--- src/rtl/pipe_ex_mem_reg_if.sv ---
// rtl/pipe_ex_mem_reg_if.sv - EX2/MEM stage boundary bundle (issue, held beat, forwarding view)
interface pipe_ex_mem_reg_if #(
  parameter int DATA_W = 16,
  parameter int REG_AW = 4
);
  logic              ex_valid;
  logic              ex_ready;
  logic [DATA_W-1:0] ex_alu_out;
  logic [DATA_W-1:0] ex_rs2_data;
  logic [REG_AW-1:0] ex_rd;
  logic              ex_mem_rd;
  logic              ex_mem_wr;
  logic              ex_reg_we;
  logic              mem_valid;
  logic              mem_ready;
  logic [DATA_W-1:0] mem_alu_out;
  logic [DATA_W-1:0] mem_rs2;
  logic [REG_AW-1:0] mem_rd;
  logic              mem_mem_rd;
  logic              mem_mem_wr;
  logic              mem_reg_we;
  logic              fwd_valid;
  logic [REG_AW-1:0] fwd_rd;
  logic [DATA_W-1:0] fwd_data;
  logic              illegal;

  modport master (
    output ex_valid, ex_alu_out, ex_rs2_data, ex_rd, ex_mem_rd, ex_mem_wr, ex_reg_we, mem_ready,
    input  ex_ready, mem_valid, mem_alu_out, mem_rs2, mem_rd, mem_mem_rd, mem_mem_wr, mem_reg_we,
    input  fwd_valid, fwd_rd, fwd_data, illegal
  );

  modport slave (
    input  ex_valid, ex_alu_out, ex_rs2_data, ex_rd, ex_mem_rd, ex_mem_wr, ex_reg_we, mem_ready,
    output ex_ready, mem_valid, mem_alu_out, mem_rs2, mem_rd, mem_mem_rd, mem_mem_wr, mem_reg_we,
    output fwd_valid, fwd_rd, fwd_data, illegal
  );
endinterface

--- src/rtl/pipe_ex_mem_reg.sv ---
// rtl/pipe_ex_mem_reg.sv - EX2->MEM pipeline register with optional skid entry and forwarding view
module pipe_ex_mem_reg #(
  parameter int DATA_W = 16,
  parameter int REG_AW = 4,
  parameter int SKID   = 1
) (
  input  logic                 clk,
  input  logic                 rst_n,
  input  logic                 flush,
  pipe_ex_mem_reg_if.slave     bus
);
  // Payload layout: {alu_out, rs2_data, rd, mem_rd, mem_wr, reg_we}
  localparam int PW = 2 * DATA_W + REG_AW + 3;

  logic          main_v_q, main_v_d;
  logic          skid_v_q, skid_v_d;
  logic [PW-1:0] main_pl_q, main_pl_d;
  logic [PW-1:0] skid_pl_q, skid_pl_d;
  logic          illegal_q, illegal_d;

  logic          both_rw;
  logic          in_reg_we;
  logic [PW-1:0] in_pl;
  logic          ready;
  logic          accept;
  logic          consume;

  assign both_rw   = bus.ex_mem_rd & bus.ex_mem_wr;
  assign in_reg_we = bus.ex_reg_we & (bus.ex_rd != '0) & ~both_rw;
  assign in_pl     = {bus.ex_alu_out, bus.ex_rs2_data, bus.ex_rd,
                      bus.ex_mem_rd & ~both_rw, bus.ex_mem_wr & ~both_rw, in_reg_we};

  // With a skid entry, ready is purely registered so mem_ready never reaches ex_ready.
  generate
    if (SKID != 0) begin : g_ready_skid
      assign ready = ~skid_v_q;
    end else begin : g_ready_comb
      assign ready = ~main_v_q | bus.mem_ready;
    end
  endgenerate

  assign accept  = bus.ex_valid & ready & ~flush;
  assign consume = main_v_q & bus.mem_ready;

  always_comb begin
    main_v_d  = main_v_q;
    skid_v_d  = skid_v_q;
    main_pl_d = main_pl_q;
    skid_pl_d = skid_pl_q;
    illegal_d = accept & both_rw;
    if (flush) begin
      main_v_d = 1'b0;
      skid_v_d = 1'b0;
    end else if (skid_v_q) begin
      if (consume) begin
        main_pl_d = skid_pl_q;
        skid_v_d  = 1'b0;
      end
    end else if (accept) begin
      if ((SKID != 0) && main_v_q && !consume) begin
        skid_pl_d = in_pl;
        skid_v_d  = 1'b1;
      end else begin
        main_pl_d = in_pl;
        main_v_d  = 1'b1;
      end
    end else if (consume) begin
      main_v_d = 1'b0;
    end
  end

  always_ff @(posedge clk or negedge rst_n) begin
    if (!rst_n) begin
      main_v_q  <= 1'b0;
      skid_v_q  <= 1'b0;
      main_pl_q <= '0;
      skid_pl_q <= '0;
      illegal_q <= 1'b0;
    end else begin
      main_v_q  <= main_v_d;
      skid_v_q  <= skid_v_d;
      main_pl_q <= main_pl_d;
      skid_pl_q <= skid_pl_d;
      illegal_q <= illegal_d;
    end
  end

  logic [DATA_W-1:0] h_alu;
  logic [DATA_W-1:0] h_rs2;
  logic [REG_AW-1:0] h_rd;
  logic              h_mem_rd;
  logic              h_mem_wr;
  logic              h_reg_we;

  assign {h_alu, h_rs2, h_rd, h_mem_rd, h_mem_wr, h_reg_we} = main_pl_q;

  assign bus.ex_ready    = ready;
  assign bus.mem_valid   = main_v_q;
  assign bus.mem_alu_out = h_alu;
  assign bus.mem_rs2     = h_rs2;
  assign bus.mem_rd      = h_rd;
  assign bus.mem_mem_rd  = h_mem_rd & main_v_q;
  assign bus.mem_mem_wr  = h_mem_wr & main_v_q;
  assign bus.mem_reg_we  = h_reg_we & main_v_q;
  assign bus.fwd_valid   = main_v_q & h_reg_we & ~h_mem_rd;
  assign bus.fwd_rd      = h_rd;
  assign bus.fwd_data    = h_alu;
  assign bus.illegal     = illegal_q;
endmodule

--- src/flat_wrapper.sv ---
// flat-port wrapper written by rule: the top's interface ports become plain ports
module pipe_ex_mem_reg_flat 
#(
  parameter int DATA_W = 16,
  parameter int REG_AW = 4,
  parameter int SKID   = 1
)
  (clk, rst_n, flush, bus_ex_valid, bus_ex_alu_out, bus_ex_rs2_data, bus_ex_rd, bus_ex_mem_rd, bus_ex_mem_wr, bus_ex_reg_we, bus_mem_ready, bus_ex_ready, bus_mem_valid, bus_mem_alu_out, bus_mem_rs2, bus_mem_rd, bus_mem_mem_rd, bus_mem_mem_wr, bus_mem_reg_we, bus_fwd_valid, bus_fwd_rd, bus_fwd_data, bus_illegal);
  pipe_ex_mem_reg_if #(.DATA_W(DATA_W), .REG_AW(REG_AW)) bus_i ();
  input  logic clk;
  input  logic rst_n;
  input  logic flush;
  input wire logic [$bits(bus_i.ex_valid)-1:0] bus_ex_valid;
  input wire logic [$bits(bus_i.ex_alu_out)-1:0] bus_ex_alu_out;
  input wire logic [$bits(bus_i.ex_rs2_data)-1:0] bus_ex_rs2_data;
  input wire logic [$bits(bus_i.ex_rd)-1:0] bus_ex_rd;
  input wire logic [$bits(bus_i.ex_mem_rd)-1:0] bus_ex_mem_rd;
  input wire logic [$bits(bus_i.ex_mem_wr)-1:0] bus_ex_mem_wr;
  input wire logic [$bits(bus_i.ex_reg_we)-1:0] bus_ex_reg_we;
  input wire logic [$bits(bus_i.mem_ready)-1:0] bus_mem_ready;
  output wire logic [$bits(bus_i.ex_ready)-1:0] bus_ex_ready;
  output wire logic [$bits(bus_i.mem_valid)-1:0] bus_mem_valid;
  output wire logic [$bits(bus_i.mem_alu_out)-1:0] bus_mem_alu_out;
  output wire logic [$bits(bus_i.mem_rs2)-1:0] bus_mem_rs2;
  output wire logic [$bits(bus_i.mem_rd)-1:0] bus_mem_rd;
  output wire logic [$bits(bus_i.mem_mem_rd)-1:0] bus_mem_mem_rd;
  output wire logic [$bits(bus_i.mem_mem_wr)-1:0] bus_mem_mem_wr;
  output wire logic [$bits(bus_i.mem_reg_we)-1:0] bus_mem_reg_we;
  output wire logic [$bits(bus_i.fwd_valid)-1:0] bus_fwd_valid;
  output wire logic [$bits(bus_i.fwd_rd)-1:0] bus_fwd_rd;
  output wire logic [$bits(bus_i.fwd_data)-1:0] bus_fwd_data;
  output wire logic [$bits(bus_i.illegal)-1:0] bus_illegal;
  assign bus_i.ex_valid = bus_ex_valid;
  assign bus_i.ex_alu_out = bus_ex_alu_out;
  assign bus_i.ex_rs2_data = bus_ex_rs2_data;
  assign bus_i.ex_rd = bus_ex_rd;
  assign bus_i.ex_mem_rd = bus_ex_mem_rd;
  assign bus_i.ex_mem_wr = bus_ex_mem_wr;
  assign bus_i.ex_reg_we = bus_ex_reg_we;
  assign bus_i.mem_ready = bus_mem_ready;
  assign bus_ex_ready = bus_i.ex_ready;
  assign bus_mem_valid = bus_i.mem_valid;
  assign bus_mem_alu_out = bus_i.mem_alu_out;
  assign bus_mem_rs2 = bus_i.mem_rs2;
  assign bus_mem_rd = bus_i.mem_rd;
  assign bus_mem_mem_rd = bus_i.mem_mem_rd;
  assign bus_mem_mem_wr = bus_i.mem_mem_wr;
  assign bus_mem_reg_we = bus_i.mem_reg_we;
  assign bus_fwd_valid = bus_i.fwd_valid;
  assign bus_fwd_rd = bus_i.fwd_rd;
  assign bus_fwd_data = bus_i.fwd_data;
  assign bus_illegal = bus_i.illegal;
  pipe_ex_mem_reg #(.DATA_W(DATA_W), .REG_AW(REG_AW), .SKID(SKID)) u_core (.clk(clk), .rst_n(rst_n), .flush(flush), .bus(bus_i));
endmodule
--- config.mk ---
export PLATFORM = sky130hd
export DESIGN_NAME = pipe_ex_mem_reg_flat
export DESIGN_NICKNAME = d
export VERILOG_FILES = /design/src/rtl/pipe_ex_mem_reg_if.sv /design/src/rtl/pipe_ex_mem_reg.sv /design/src/flat_wrapper.sv
export SDC_FILE = /design/constraint.sdc
export NUM_CORES = 1
export LEC_CHECK = 0
export ABC_AREA = 1
export BUFFER_PORTS_ARGS = -buffer_cell sky130_fd_sc_hd__buf_4
export CAP_MARGIN = 10
export CORE_ASPECT_RATIO = 2
export CORE_MARGIN = 3
export CORE_UTILIZATION = 54
export CTS_BUF_LIST = sky130_fd_sc_hd__clkbuf_8
export DETAILED_ROUTE_END_ITERATION = 12
export PLACE_DENSITY = 0.91
export SLEW_MARGIN = 20
export SYNTH_ARGS = -nofsm -noshare
export SYNTH_HDL_FRONTEND = slang
export SYNTH_SLANG_ARGS = --single-unit
--- constraint.sdc ---
create_clock -name clk -period 1.65 [get_ports clk]
set_input_delay 0.33 -clock clk [delete_from_list [all_inputs] [get_ports clk]]
set_output_delay 0.33 -clock clk [all_outputs]
set_load 0.05 [all_outputs]
==> impl_metrics.tcl <==
set metrics [dict create \
    row_count 43 \
    clkLatencyLatePin_ns 0.35 \
    drc 0 \
    setup_violations 0 \
    switchingPower_mw 2.58 \
    postRouteAntennaNets 0 \
    peakVddDrop_uv 791 \
    cellPowerDensity_nw_per_um2 1380 \
    cts-htree-levels 3 \
    top_layer "met4" \
    power.total_mw 6.36 \
    drv_cap 0 \
    cp_top_family "flip-flops" \
    drt_iter0_drc 169 \
    cts_tree "yes" \
    fin_cells 614 \
    ys_ff_latch 81 \
    clockPowerShare 0.205 \
    max_stage_delay_ns 0.47 \
    worstSetupStartpoint "u_core.skid_v_q" \
    r2r-start "u_core.skid_v_q" \
    r2r-end "u_core.main_pl_q[27]" \
    synthToLayoutAreaGrowth_pct 16.6 \
    worst_ep_arrival_time_ns 1.24 \
    final_common_cell "nand2_1" \
    netlist_area_um2 3960 \
    syn_inst 473 \
    hp-class "in -> reg" \
    clock_path_buffers 2 \
    wl_met3_um 351 \
    wl_met2_mm 4.55 \
    antenna_found_initial 0 \
    die_h_um 127 \
    syn_avg_cell_area_um2 8.38 \
    pwr-share-comb 0.369 \
    vias 3038 \
    worst_pin_slew_ns 0.283 \
    status "finished clean" \
    dp_cells 597 \
    grt_pass1_vias 2915 \
    hold_viol 0 \
    leakagePower_nw 2.55 \
    start_util 0.562 \
    rsz0062_at_grt "no" \
    maxSlewViolCount 0 \
    layout.nets 565 \
    ys_types 21 \
    finalSetupTns_ns 0 \
    fin_crit_ns 1.57 \
    hold_start "bus_ex_alu_out[4]" \
    endpoint "bus_ex_ready" \
    antenna-diode-count 0 \
    start_kind "register" \
    syn-num-nets 517 \
    io_pins 107 \
    clock_skew_ns 0.00535 \
    die_w_um 66.6 \
    fmax_mhz 637 \
    fillers 589 \
    yosysWarnings 0 \
    cts_sinks 81 \
    worst-r2r-setup-slack_ns 0.18 \
    drive_gt1_frac 0.267 \
    numCtsBuffers 9 \
    max_slew_margin 0.811 \
    avgRoutedWirePerCell_um 13.6 \
    wl_met1_mm 3.20 \
    critPathBufInv 2 \
    seq_power_share 0.427 \
    grt.total_usage 0.210 \
    die-area_um2 8470 \
    core_um2 7050 \
    ys_seq_area_frac 0.511 \
    portBuffers 106 \
    via_per_inst 4.95 \
    fin_crit_sh 0.952 \
    final_cell_mix "nand2_1, buf_4, o21ai_0, dfrtp_1, inv_1" \
    worstSetupPathType "reg -> out" \
    p_sw_frac 0.406 \
    gp_congestion 0.845 \
    grt_pass1_wl_mm 13.5 \
    r2r_cells 7 \
    clkTransAtPathRegs_ns 0.07 \
    overflow 0 \
    crit_required_ns 1.32 \
    crit_slowest_cell "dfrtp_1" \
    crit_cells 2 \
    drtPass1Iterations 4 \
    path_cells "inv_4, buf_4" \
    internal-power_mw 3.78 \
    end_kind "output pin" \
    dpl.hpwl_mm 6.03 \
    crit_path_max_fanout 14 \
    grt_max_degree 80 \
    cts-root-buf "clkbuf_8" \
    wirelength_mm 8.35 \
]
-- layout make-up --
cell class | instances | area (um^2) | area share
clock buffers | 12 | 165 | 0.0357
clock inverters | 2 | 7.51 | 0.00162
inverters | 47 | 179 | 0.0387
multi-input cells | 264 | 1190 | 0.258
flip-flops and latches | 81 | 2030 | 0.439
well taps | 90 | 113 | 0.0244
repair buffers | 118 | 938 | 0.203
-- state kept, by name (all words and copies together), names as in the netlist --
name / count
u_core.main_pl_q: 39
u_core.skid_pl_q: 39
u_core.bus.illegal: 1
u_core.bus.mem_valid: 1
u_core.skid_v_q: 1
-- worst min-delay path by stage --
| stage | endpoint | depth (start not counted) | slack (ns) |
|---|---|---|---|
| after floorplan | u_core.bus.illegal | 0 | 0.03 |
| after global placement | u_core.main_pl_q[28] | 1 | 0.23 |
| after detailed placement | u_core.main_pl_q[28] | 1 | 0.23 |
| after CTS | u_core.skid_pl_q[27] | 3 | 0.24 |
| after global routing | u_core.skid_pl_q[15] | 3 | 0.26 |
| final | u_core.skid_pl_q[27] | 3 | 0.25 |
-- cells in the mapped netlist (all sizes together) --
cell    number  area (um^2)
dfrtp       81         2030
nand4        1         12.5
clkbuf      14         55.1
nand3        4         25.0
or2          3         18.8
nand2      129          489
a21oi        4         20.0
o21ai      115          576
inv         47          176
nor3         1         5.00
buf         67          531
nor2         7         28.8
-- metal layers --
metal  up-vias  track usage
met5         -            0
met4         0        0.104
met3        18       0.0484
met2        75        0.362
met1      1420        0.238
li1       1525            -
-- timing repair --
| item | CTS | global route |
|---|---|---|
| hold buffers | 1 | 0 |
| buffers inserted | 0 | 2 |
| gates resized for setup | 1 | 0 |
| setup endpoints to repair | 1 | 1 |
| hold endpoints to repair | 19 | 0 |
-- logic make-up after synthesis --
group | after synthesis | synth area share
simple gates | 145 | 0.146
buf+inv | 128 | 0.192
compound gates | 119 | 0.150
flops | 81 | 0.511
-- worst reg2reg max path, stage by stage (launching register included) --
cell and delay (ns):
dfrtp_1 0.47, inv_4 0.18, nand3_2 0.12, nand2_2 0.09, nand2_2 0.09, buf_12 0.21, nand2_1 0.09, o21ai_0 0.10
-- power groups by stage --
stage	clock network (mW)	registers [mW]	logic, mW
after floorplan	0	2.66	2.05
after global placement	0	2.72	2.29
after detailed placement	0	2.75	2.35
after CTS	1.32	2.71	2.36
after global routing	1.40	2.76	2.52
final	1.30	2.71	2.34
-- metrics by stage --
| step | cell area [um^2] | setup WS [ns] | hold slack, ns | utilization |
|---|---|---|---|---|
| 4_1_cts | 4610 | 0.0457 | 0.236 | 0.654 |
| 3_3_place_gp | 4420 | 0.261 | 0.227 | 0.627 |
| 3_5_place_dp | 4420 | 0.154 | 0.231 | 0.627 |
| 6_report | 4620 | 0.0794 | 0.247 | 0.656 |
| 2_1_floorplan | 3970 | 0.132 | 0.0344 | - |
| 5_1_grt | 4620 | 0.0311 | 0.256 | 0.656 |
Note: power is estimated with default switching activity, not from simulation.
